--- config.mk ---
export PLATFORM = sky130hd
export DESIGN_NAME = pll_lock_sequencer
export DESIGN_NICKNAME = d
export VERILOG_FILES = /design/src/rtl/pll_lock_sequencer.sv
export SDC_FILE = /design/constraint.sdc
export NUM_CORES = 1
export LEC_CHECK = 0
export CAP_MARGIN = 10
export CORE_AREA = 2 2 56 84
export DETAILED_ROUTE_END_ITERATION = 7
export DIE_AREA = 0 0 58 86
export PLACE_DENSITY_LB_ADDON = 0.2
export SYNTH_ARGS = -nofsm -noshare
export SYNTH_HDL_FRONTEND = slang
export SYNTH_SLANG_ARGS = --single-unit
--- constraint.sdc ---
create_clock -name clock -period 2.9 [get_ports clock]
set_input_delay 0.435 -clock clock [delete_from_list [all_inputs] [get_ports clock]]
set_output_delay 0.435 -clock clock [all_outputs]
set_load 0.02 [all_outputs]
--- src/rtl/pll_lock_sequencer.sv ---
// Bring-up sequencer for the SB_PLL40: holds the PLL in reset, waits for LOCK with a
// timeout and retry budget, demands a stable lock, then releases the design reset.
module pll_lock_sequencer #(
    parameter int  RESET_HOLD   = 16,
    parameter int  LOCK_TIMEOUT = 4096,
    parameter int  LOCK_STABLE  = 1024,
    parameter int  MAX_RETRIES  = 3,
    parameter int  SYNC_STAGES  = 2,
    localparam int RETRY_W      = $clog2(MAX_RETRIES + 1)
) (
    input  logic               clock,
    input  logic               reset_n,
    input  logic               pll_lock,
    input  logic               restart,
    output logic               pll_resetb,
    output logic               sys_reset_n,
    output logic               ready,
    output logic               fail,
    output logic [RETRY_W-1:0] retry_cnt,
    output logic [7:0]         loss_cnt,
    output logic [2:0]         dbg_state
);

    localparam int CNT_MAX_A = (RESET_HOLD > LOCK_STABLE) ? RESET_HOLD : LOCK_STABLE;
    localparam int CNT_MAX   = (LOCK_TIMEOUT > CNT_MAX_A) ? LOCK_TIMEOUT : CNT_MAX_A;
    localparam int CNT_W     = $clog2(CNT_MAX);

    typedef enum logic [2:0] {
        ST_HOLD      = 3'd0,
        ST_WAIT_LOCK = 3'd1,
        ST_STABLE    = 3'd2,
        ST_RUN       = 3'd3,
        ST_FAIL      = 3'd4
    } state_t;

    state_t               state_q, state_d;
    logic [CNT_W-1:0]     cnt_q, cnt_d;
    logic [SYNC_STAGES-1:0] sync_q;
    logic [RETRY_W-1:0]   retry_q, retry_d, retry_inc;
    logic [7:0]           loss_q, loss_d;
    logic                 pll_resetb_q, pll_resetb_d;
    logic                 sys_reset_n_q, sys_reset_n_d;
    logic                 ready_q, ready_d;
    logic                 fail_q, fail_d;
    logic                 lock_s;

    // pll_lock comes from the PLL analog domain; only the synchronised copy is trusted.
    assign lock_s = sync_q[SYNC_STAGES-1];

    always_comb begin
        state_d   = state_q;
        retry_d   = retry_q;
        loss_d    = loss_q;
        retry_inc = retry_q + RETRY_W'(1);

        case (state_q)
            ST_HOLD: begin
                if (cnt_q == CNT_W'(RESET_HOLD - 1)) state_d = ST_WAIT_LOCK;
            end
            ST_WAIT_LOCK: begin
                if (lock_s) begin
                    state_d = ST_STABLE;
                end else if (cnt_q == CNT_W'(LOCK_TIMEOUT - 1)) begin
                    retry_d = retry_inc;
                    state_d = (retry_inc == RETRY_W'(MAX_RETRIES)) ? ST_FAIL : ST_HOLD;
                end
            end
            ST_STABLE: begin
                if (!lock_s) state_d = ST_WAIT_LOCK;
                else if (cnt_q == CNT_W'(LOCK_STABLE - 1)) state_d = ST_RUN;
            end
            ST_RUN: begin
                if (!lock_s) begin
                    state_d = ST_HOLD;
                    if (loss_q != 8'hFF) loss_d = loss_q + 8'd1;
                end
            end
            ST_FAIL: begin
                state_d = ST_FAIL;
            end
            default: begin
                state_d = ST_HOLD;
            end
        endcase

        // restart overrides every other transition but leaves a same-cycle loss counted.
        if (restart && (state_q != ST_HOLD)) begin
            state_d = ST_HOLD;
            retry_d = '0;
        end

        if ((state_d == ST_RUN) && (state_q != ST_RUN)) retry_d = '0;

        cnt_d = (state_d != state_q) ? '0 : cnt_q + CNT_W'(1);

        pll_resetb_d  = !((state_d == ST_HOLD) || (state_d == ST_FAIL));
        sys_reset_n_d = (state_d == ST_RUN);
        ready_d       = (state_d == ST_RUN);
        fail_d        = (state_d == ST_FAIL);
    end

    always_ff @(posedge clock or negedge reset_n) begin
        if (!reset_n) begin
            state_q       <= ST_HOLD;
            cnt_q         <= '0;
            sync_q        <= '0;
            retry_q       <= '0;
            loss_q        <= '0;
            pll_resetb_q  <= 1'b0;
            sys_reset_n_q <= 1'b0;
            ready_q       <= 1'b0;
            fail_q        <= 1'b0;
        end else begin
            state_q       <= state_d;
            cnt_q         <= cnt_d;
            sync_q        <= {sync_q[SYNC_STAGES-2:0], pll_lock};
            retry_q       <= retry_d;
            loss_q        <= loss_d;
            pll_resetb_q  <= pll_resetb_d;
            sys_reset_n_q <= sys_reset_n_d;
            ready_q       <= ready_d;
            fail_q        <= fail_d;
        end
    end

    assign pll_resetb  = pll_resetb_q;
    assign sys_reset_n = sys_reset_n_q;
    assign ready       = ready_q;
    assign fail        = fail_q;
    assign retry_cnt   = retry_q;
    assign loss_cnt    = loss_q;
    assign dbg_state   = state_q;

endmodule

==> results.md, run 1 <==
* Final worst path period need at 2.22 ns
* FF+latch count, synth at 30
* P_leak at 0.910 nW
* First drt pass iteration count at 4
* Final period util at 0.764
* Post-route DRC at 0
* Number of antenna diodes at 0
* Critical path depth at 5
* DPL Wire Length at 2420 um
* IO Port Bufs at 20
* Hold crit path type: flop to flop
* Rows at 29
* FFs w/ async S/R, synth at 1.00
* Final Max Slew Viols at 0
* # H-tree levels at 2
* First-pass GRT wire length at 5820 um
* R2r worst-path depth at 5
* Tot Pwr at 0.00124 W
* Tot GR Track Use at 0.153
* Via density at 5.51
* Most numerous cell in the Yosys netlist: dfrtp_1
* Area share of the largest cell type after synthesis at 0.455
* Fmax at 451 MHz
* Nets at 185
* Placer Congestion at 0.862
* Initial antenna violation count at 0
* Synth Instances at 156
* Netlist cell types at 47
* Total wire length at 3380 um
* Critical path buffer and inverter count at 0
* Syn nets at 163
* Routed length per instance at 15.0 um
* Clock slew at reported path FFs at 0.07 ns
* Worst EP required at 3.07 ns
* Antenna-violating nets left at 0
* EDFF count, synth at 0
* Grt ovf at 0
* Crit. End Element: flop
* Fillers at 397
* Fin cells at 225
* First-iteration detailed-routing DRC count at 39
* PwrDens at 628 nW/um^2
* Synth top cells by count: dfrtp_1, nand2_1, nor2_1, xnor2_1, a21oi_2
* Area Overhead vs Synth at 19.6%
* Total number of vias at 1240
* Max-cap check violation count at 0
* CTS buffer count at 5
* Slowest Stage Delay on Critical Path at 0.63 ns
* Resize count post-CTS at 0
* Layout cells sized above 1 at 0.173
* Peak supply drop at 0.000466 V
* Status: finished, final reports clean
* Syn avg cell area at 10.6 um^2
* Slowest stage cell, crit path: or4b_4
* Post-Syn Area at 1650 um^2
* Yosys top cell by area: dfrtp_1
* Crit Path Class: flop to flop
* Final setup fails at 0
* Startpoint Class: flop
* CTS Buffer Depth at 2
* Util after Layout at 0.469
* Chip width at 58 um
* Ranking of synthesized cells by area: dfrtp_1, xnor2_1, a21oi_2
* Worst-Margin Slew at 0.910 ns
* Clk_skew at 0.00682 ns
* Worst skew pair latency at 0.28 ns
* Clk root buf: clkbuf_8
* Dominant synthesized flop cell: dfrtp_1
* Vias in the first global route at 1289
* Delay-heaviest family, CP: simple AND/OR/NAND/NOR gates
* Sequential share of the synthesized area at 0.455
* Largest net degree at the start of global routing at 31
* Register Area at 751 um^2
* Post-CTS setup buffers at 0
* CP cell instances: or4b_4 -> nor4_4 -> o211ai_1 -> nand2_1 -> a21oi_2
* Slew headroom at 0.391
* WP data arrival at 2.38 ns
* Setup TNS at 0 ns
* Die Y at 86 um
* Synth warnings at 0
* Cell count after placement at 217
* TritonCTS clock tree: built
* # IOs at 21
* Hold Path Depth at 0
* Core area at 4210 um^2
* Max FO, Critical Path at 14
* Multi-input logic area at 842 um^2
* Fin. Hold Viols at 0
* RSZ-0062 raised after global routing: no
* Clock sinks at 30
* DIE AREA at 4990 um^2
* Initial Util at 0.392
* Hold buffers post-CTS at 0
[placed cells by master (no fill, tap or decap), drive strengths merged, types with 4 or more instances in the layout]
cell type / instances
a21oi: 14
clkbuf: 6
clkdlybuf4s50: 20
dfrtp: 30
inv: 4
nand2: 16
nand3: 6
nand4: 8
nor2: 11
nor3: 5
nor4: 4
xnor2: 11
xor2: 8
[layer usage]
metal / global-route usage / share of wire
met1: 0.172 / 0.42
met4: 0.0803 / 0.028
met5: 0 / 0
met2: 0.254 / 0.51
met3: 0.0468 / 0.044
[area by class of cell]
cell class                      count  area share
Clock buffer                        6      0.0418
Tap cell                           46      0.0291
Timing Repair Buffer               22       0.109
Inverter                            4     0.00760
Sequential cell                    30       0.380
Multi-Input combinational cell    115       0.426
Clock inverter                      2     0.00633
[path summary, 6_finish.rpt]
path                                              from                  endpoint  slack, ns
worst max-delay path            dbg_state[1]$_DFF_PN0_        cnt_q[1]$_DFF_PN0_       0.68
worst min-delay path               sync_q[0]$_DFF_PN0_       sync_q[1]$_DFF_PN0_       0.36
worst max register to register  dbg_state[1]$_DFF_PN0_        cnt_q[1]$_DFF_PN0_       0.68
worst min register to register     sync_q[0]$_DFF_PN0_       sync_q[1]$_DFF_PN0_       0.36
max in group asynchronous                      reset_n  retry_cnt[0]$_DFFE_PN0P_       2.09
min in group asynchronous                      reset_n        cnt_q[3]$_DFF_PN0_       0.54
[power by group]
| group | switching (W) | total, W | internal [W] |
|---|---|---|---|
| combinational | 0.000195 | 0.000342 | 0.000147 |
| clock | 0.000161 | 0.000351 | 0.000190 |
| sequential | 0.0000753 | 0.000547 | 0.000472 |
[logic make-up (layout without fill, tap and decap cells)]
kind of cell / count (synthesis) / in the layout / synth area share
AO/OA/AOI/OAI: 24 / 24 / 0.114
AND/OR/NAND/NOR: 67 / 67 / 0.260
buffers and inverters: 11 / 34 / 0.0356
XOR/XNOR: 19 / 19 / 0.101
flip-flops: 30 / 30 / 0.455
multiplexers: 2 / 2 / 0.0129
adder cells (fa/ha/maj): 3 / 3 / 0.0227
[stage by stage]
stage                     worst slack (ns)  instance area, um^2  hold slack (ns)
final                                0.684                 1980            0.356
after global routing                 0.552                 1980            0.371
after CTS                            0.689                 1980            0.358
after detailed placement             0.684                 1880            0.342
after global placement               0.715                 1880            0.333
after floorplan                       1.00                 1650            0.139
[state kept, by name (all words and copies together), names as in the netlist]
signal,cells
cnt_q,12
dbg_state,3
fail,1
loss_cnt,8
pll_resetb,1
ready,1
retry_cnt,2
sync_q,2
[worst register-to-register path, cell delays in order (launching register included)]
cell and delay (ns):
dfrtp_1 0.52, or4b_4 0.63, nor4_4 0.31, o211ai_1 0.38, nand2_1 0.22, a21oi_2 0.04
Power figures use the tool's default switching activity.
==> inputs of run 2 (changes only) <==
Clock period 2.9 ns to 1.85 ns, I/O delays scaled along.
==> run 2 against run 1 <==
Fmax up 21%; sequential share of layout area down 2.9 points; critical path depth is 1 higher; wire length grew 4.7%; via count rose by 4.5%; clock power up 49%; non-clock buffer count grew 16; global-route usage rose by 0.72 points; first-iteration DRC count decreased by 28%; critical path type unchanged.
==> results.md, run 2 (same netlist as run 1, synthesis figures left out) <==
* Max FO, Critical Path at 12
* CTS Buffer Depth at 2
* Largest Register: cnt_q
* Peak supply drop at 0.000602 V
* Layout cells sized above 1 at 0.267
* First-iteration detailed-routing DRC count at 28
* Die Y at 86 um
* Clock sinks at 30
* Multi-input logic area at 882 um^2
* Cell Area, Placed at 2010 um^2
* Final instance area at 2150 um^2
* Commonest non-fill, non-tap cell in the layout: dfrtp_1
* Worst-Margin Slew at 0.381 ns
* Final worst slack at 0.0203 ns
* R2r worst-path depth at 6
* Rows at 29
* PwrDens at 940 nW/um^2
* Nets at 202
* WP data arrival at 1.99 ns
* Post-route DRC at 0
* Fmax at 547 MHz
* First drt pass iteration count at 4
* Crit Path Class: flop to flop
* Max reg flops at 12
* Crit. End Element: flop
* Final setup fails at 0
* Final period util at 0.989
* Fin cells at 241
* Chip width at 58 um
* Grt ovf at 0
* P_leak at 1.00 nW
* Antenna-violating nets left at 0
* Tot GR Track Use at 0.160
* Number of antenna diodes at 0
* DPL Wire Length at 2530 um
* Largest net degree at the start of global routing at 31
* Worst r2r dst: cnt_q[1]$_DFF_PN0_
* Via density at 5.38
* RSZ-0062 raised after global routing: yes
* Initial Util at 0.392
* Placer Congestion at 0.948
* Hold crit path type: flop to flop
* Clock slew at reported path FFs at 0.06 ns
* Vias in the first global route at 1374
* CTS buffer count at 5
* Worst skew pair latency at 0.28 ns
* Status: finished, final reports clean
* Crit path from: sync_q[1]$_DFF_PN0_
* Core area at 4210 um^2
* Initial antenna violation count at 0
* Hold Path Depth at 0
* RR Startpoint: sync_q[1]$_DFF_PN0_
* Flop-to-flop setup slack at 0.02 ns
* Fillers at 382
* Dpl ws at -0.0856 ns
* Slew headroom at 0.746
* Hold buffers post-CTS at 0
* # H-tree levels at 2
* Fin. Hold Viols at 0
* Worst EP required at 2.01 ns
* Total number of vias at 1296
* IO Port Bufs at 20
* # IOs at 21
* DIE AREA at 4990 um^2
* Area Overhead vs Synth at 29.9%
* Cell count after placement at 232
* First-pass GRT wire length at 6110 um
* Startpoint Class: flop
* CP cell instances: or4b_4 -> nor4_4 -> o211ai_1 -> buf_4 -> nand2_1 -> a21oi_2
* Clk root buf: clkbuf_8
* Routed length per instance at 14.7 um
* Commonest non-fill, non-tap cells in the layout: dfrtp_1, clkdlybuf4s50_1, nand2_1, buf_4
* Slowest stage cell, crit path: or4b_4
* TritonCTS clock tree: built
* Final worst path period need at 1.83 ns
* Register Area at 753 um^2
* Max-cap check violation count at 0
* Total wire length at 3540 um
* Final Max Slew Viols at 0
* Worst Setup EP: cnt_q[1]$_DFF_PN0_
* Slowest Stage Delay on Critical Path at 0.61 ns
* Clk_skew at 0.00518 ns
-- run 2: layer usage --
layer / track usage / share of wire / routed length (um)
met4: 0.0888 / 0.023 / 82
met1: 0.185 / 0.42 / 1490
met2: 0.263 / 0.52 / 1830
met5: 0 / 0 / 0
met3: 0.0422 / 0.037 / 132
-- run 2: worst max-delay path, delay by kind of cell, from the launching register on --
| kind | cells | cell delay [ns] |
|---|---|---|
| buf+inv | 1 | 0.19 |
| simple gates | 3 | 0.97 |
| compound gates | 2 | 0.16 |
| flops | 1 | 0.40 |
-- run 2: report_power, final --
| group | internal, W | switching [W] |
|---|---|---|
| sequential | 0.000742 | 0.0000780 |
| clock | 0.000294 | 0.000229 |
| combinational | 0.000307 | 0.000367 |
-- run 2: how the worst min path moves through the flow --
stage	slack, ns	to	from
floorplan	-0.02	cnt_q[0]$_DFF_PN0_	reset_n
global placement	0.33	sync_q[1]$_DFF_PN0_	sync_q[0]$_DFF_PN0_
detailed placement	0.34	sync_q[1]$_DFF_PN0_	sync_q[0]$_DFF_PN0_
CTS	0.36	sync_q[1]$_DFF_PN0_	sync_q[0]$_DFF_PN0_
global route	0.38	sync_q[1]$_DFF_PN0_	sync_q[0]$_DFF_PN0_
finish	0.35	sync_q[1]$_DFF_PN0_	sync_q[0]$_DFF_PN0_
-- run 2: metrics by stage --
| step | TNS (ns) | power, W | utilization | hold WS (ns) |
|---|---|---|---|---|
| 5_1_grt | -1.00 | 0.00215 | 0.510 | 0.377 |
| 2_1_floorplan | 0 | 0.00125 | - | -0.0181 |
| 3_3_place_gp | -0.290 | 0.00146 | 0.477 | 0.332 |
| 4_1_cts | 0 | 0.00202 | 0.499 | 0.359 |
| 6_report | 0 | 0.00202 | 0.510 | 0.354 |
| 3_5_place_dp | -0.784 | 0.00148 | 0.477 | 0.340 |
-- run 2: area by class of cell --
| type | count | share of cell area |
|---|---|---|
| Multi-Input combinational cell | 116 | 0.411 |
| Inverter | 4 | 0.00700 |
| Sequential cell | 30 | 0.351 |
| Clock buffer | 7 | 0.0402 |
| Tap cell | 46 | 0.0268 |
| Timing Repair Buffer | 38 | 0.164 |
-- run 2: repair_timing --
item	in CTS	in global routing
pin swaps	1	3
gates resized for setup	2	6
cloned	0	1
endpoints found under the setup margin	12	14
setup buffers	0	1
==> inputs of run 3 (changes only) <==
Settings changed: GPL_TIMING_DRIVEN set to 1.
==> results of run 3 <==
Same layout as run 2: the final DEF is identical, and so are final timing and power.
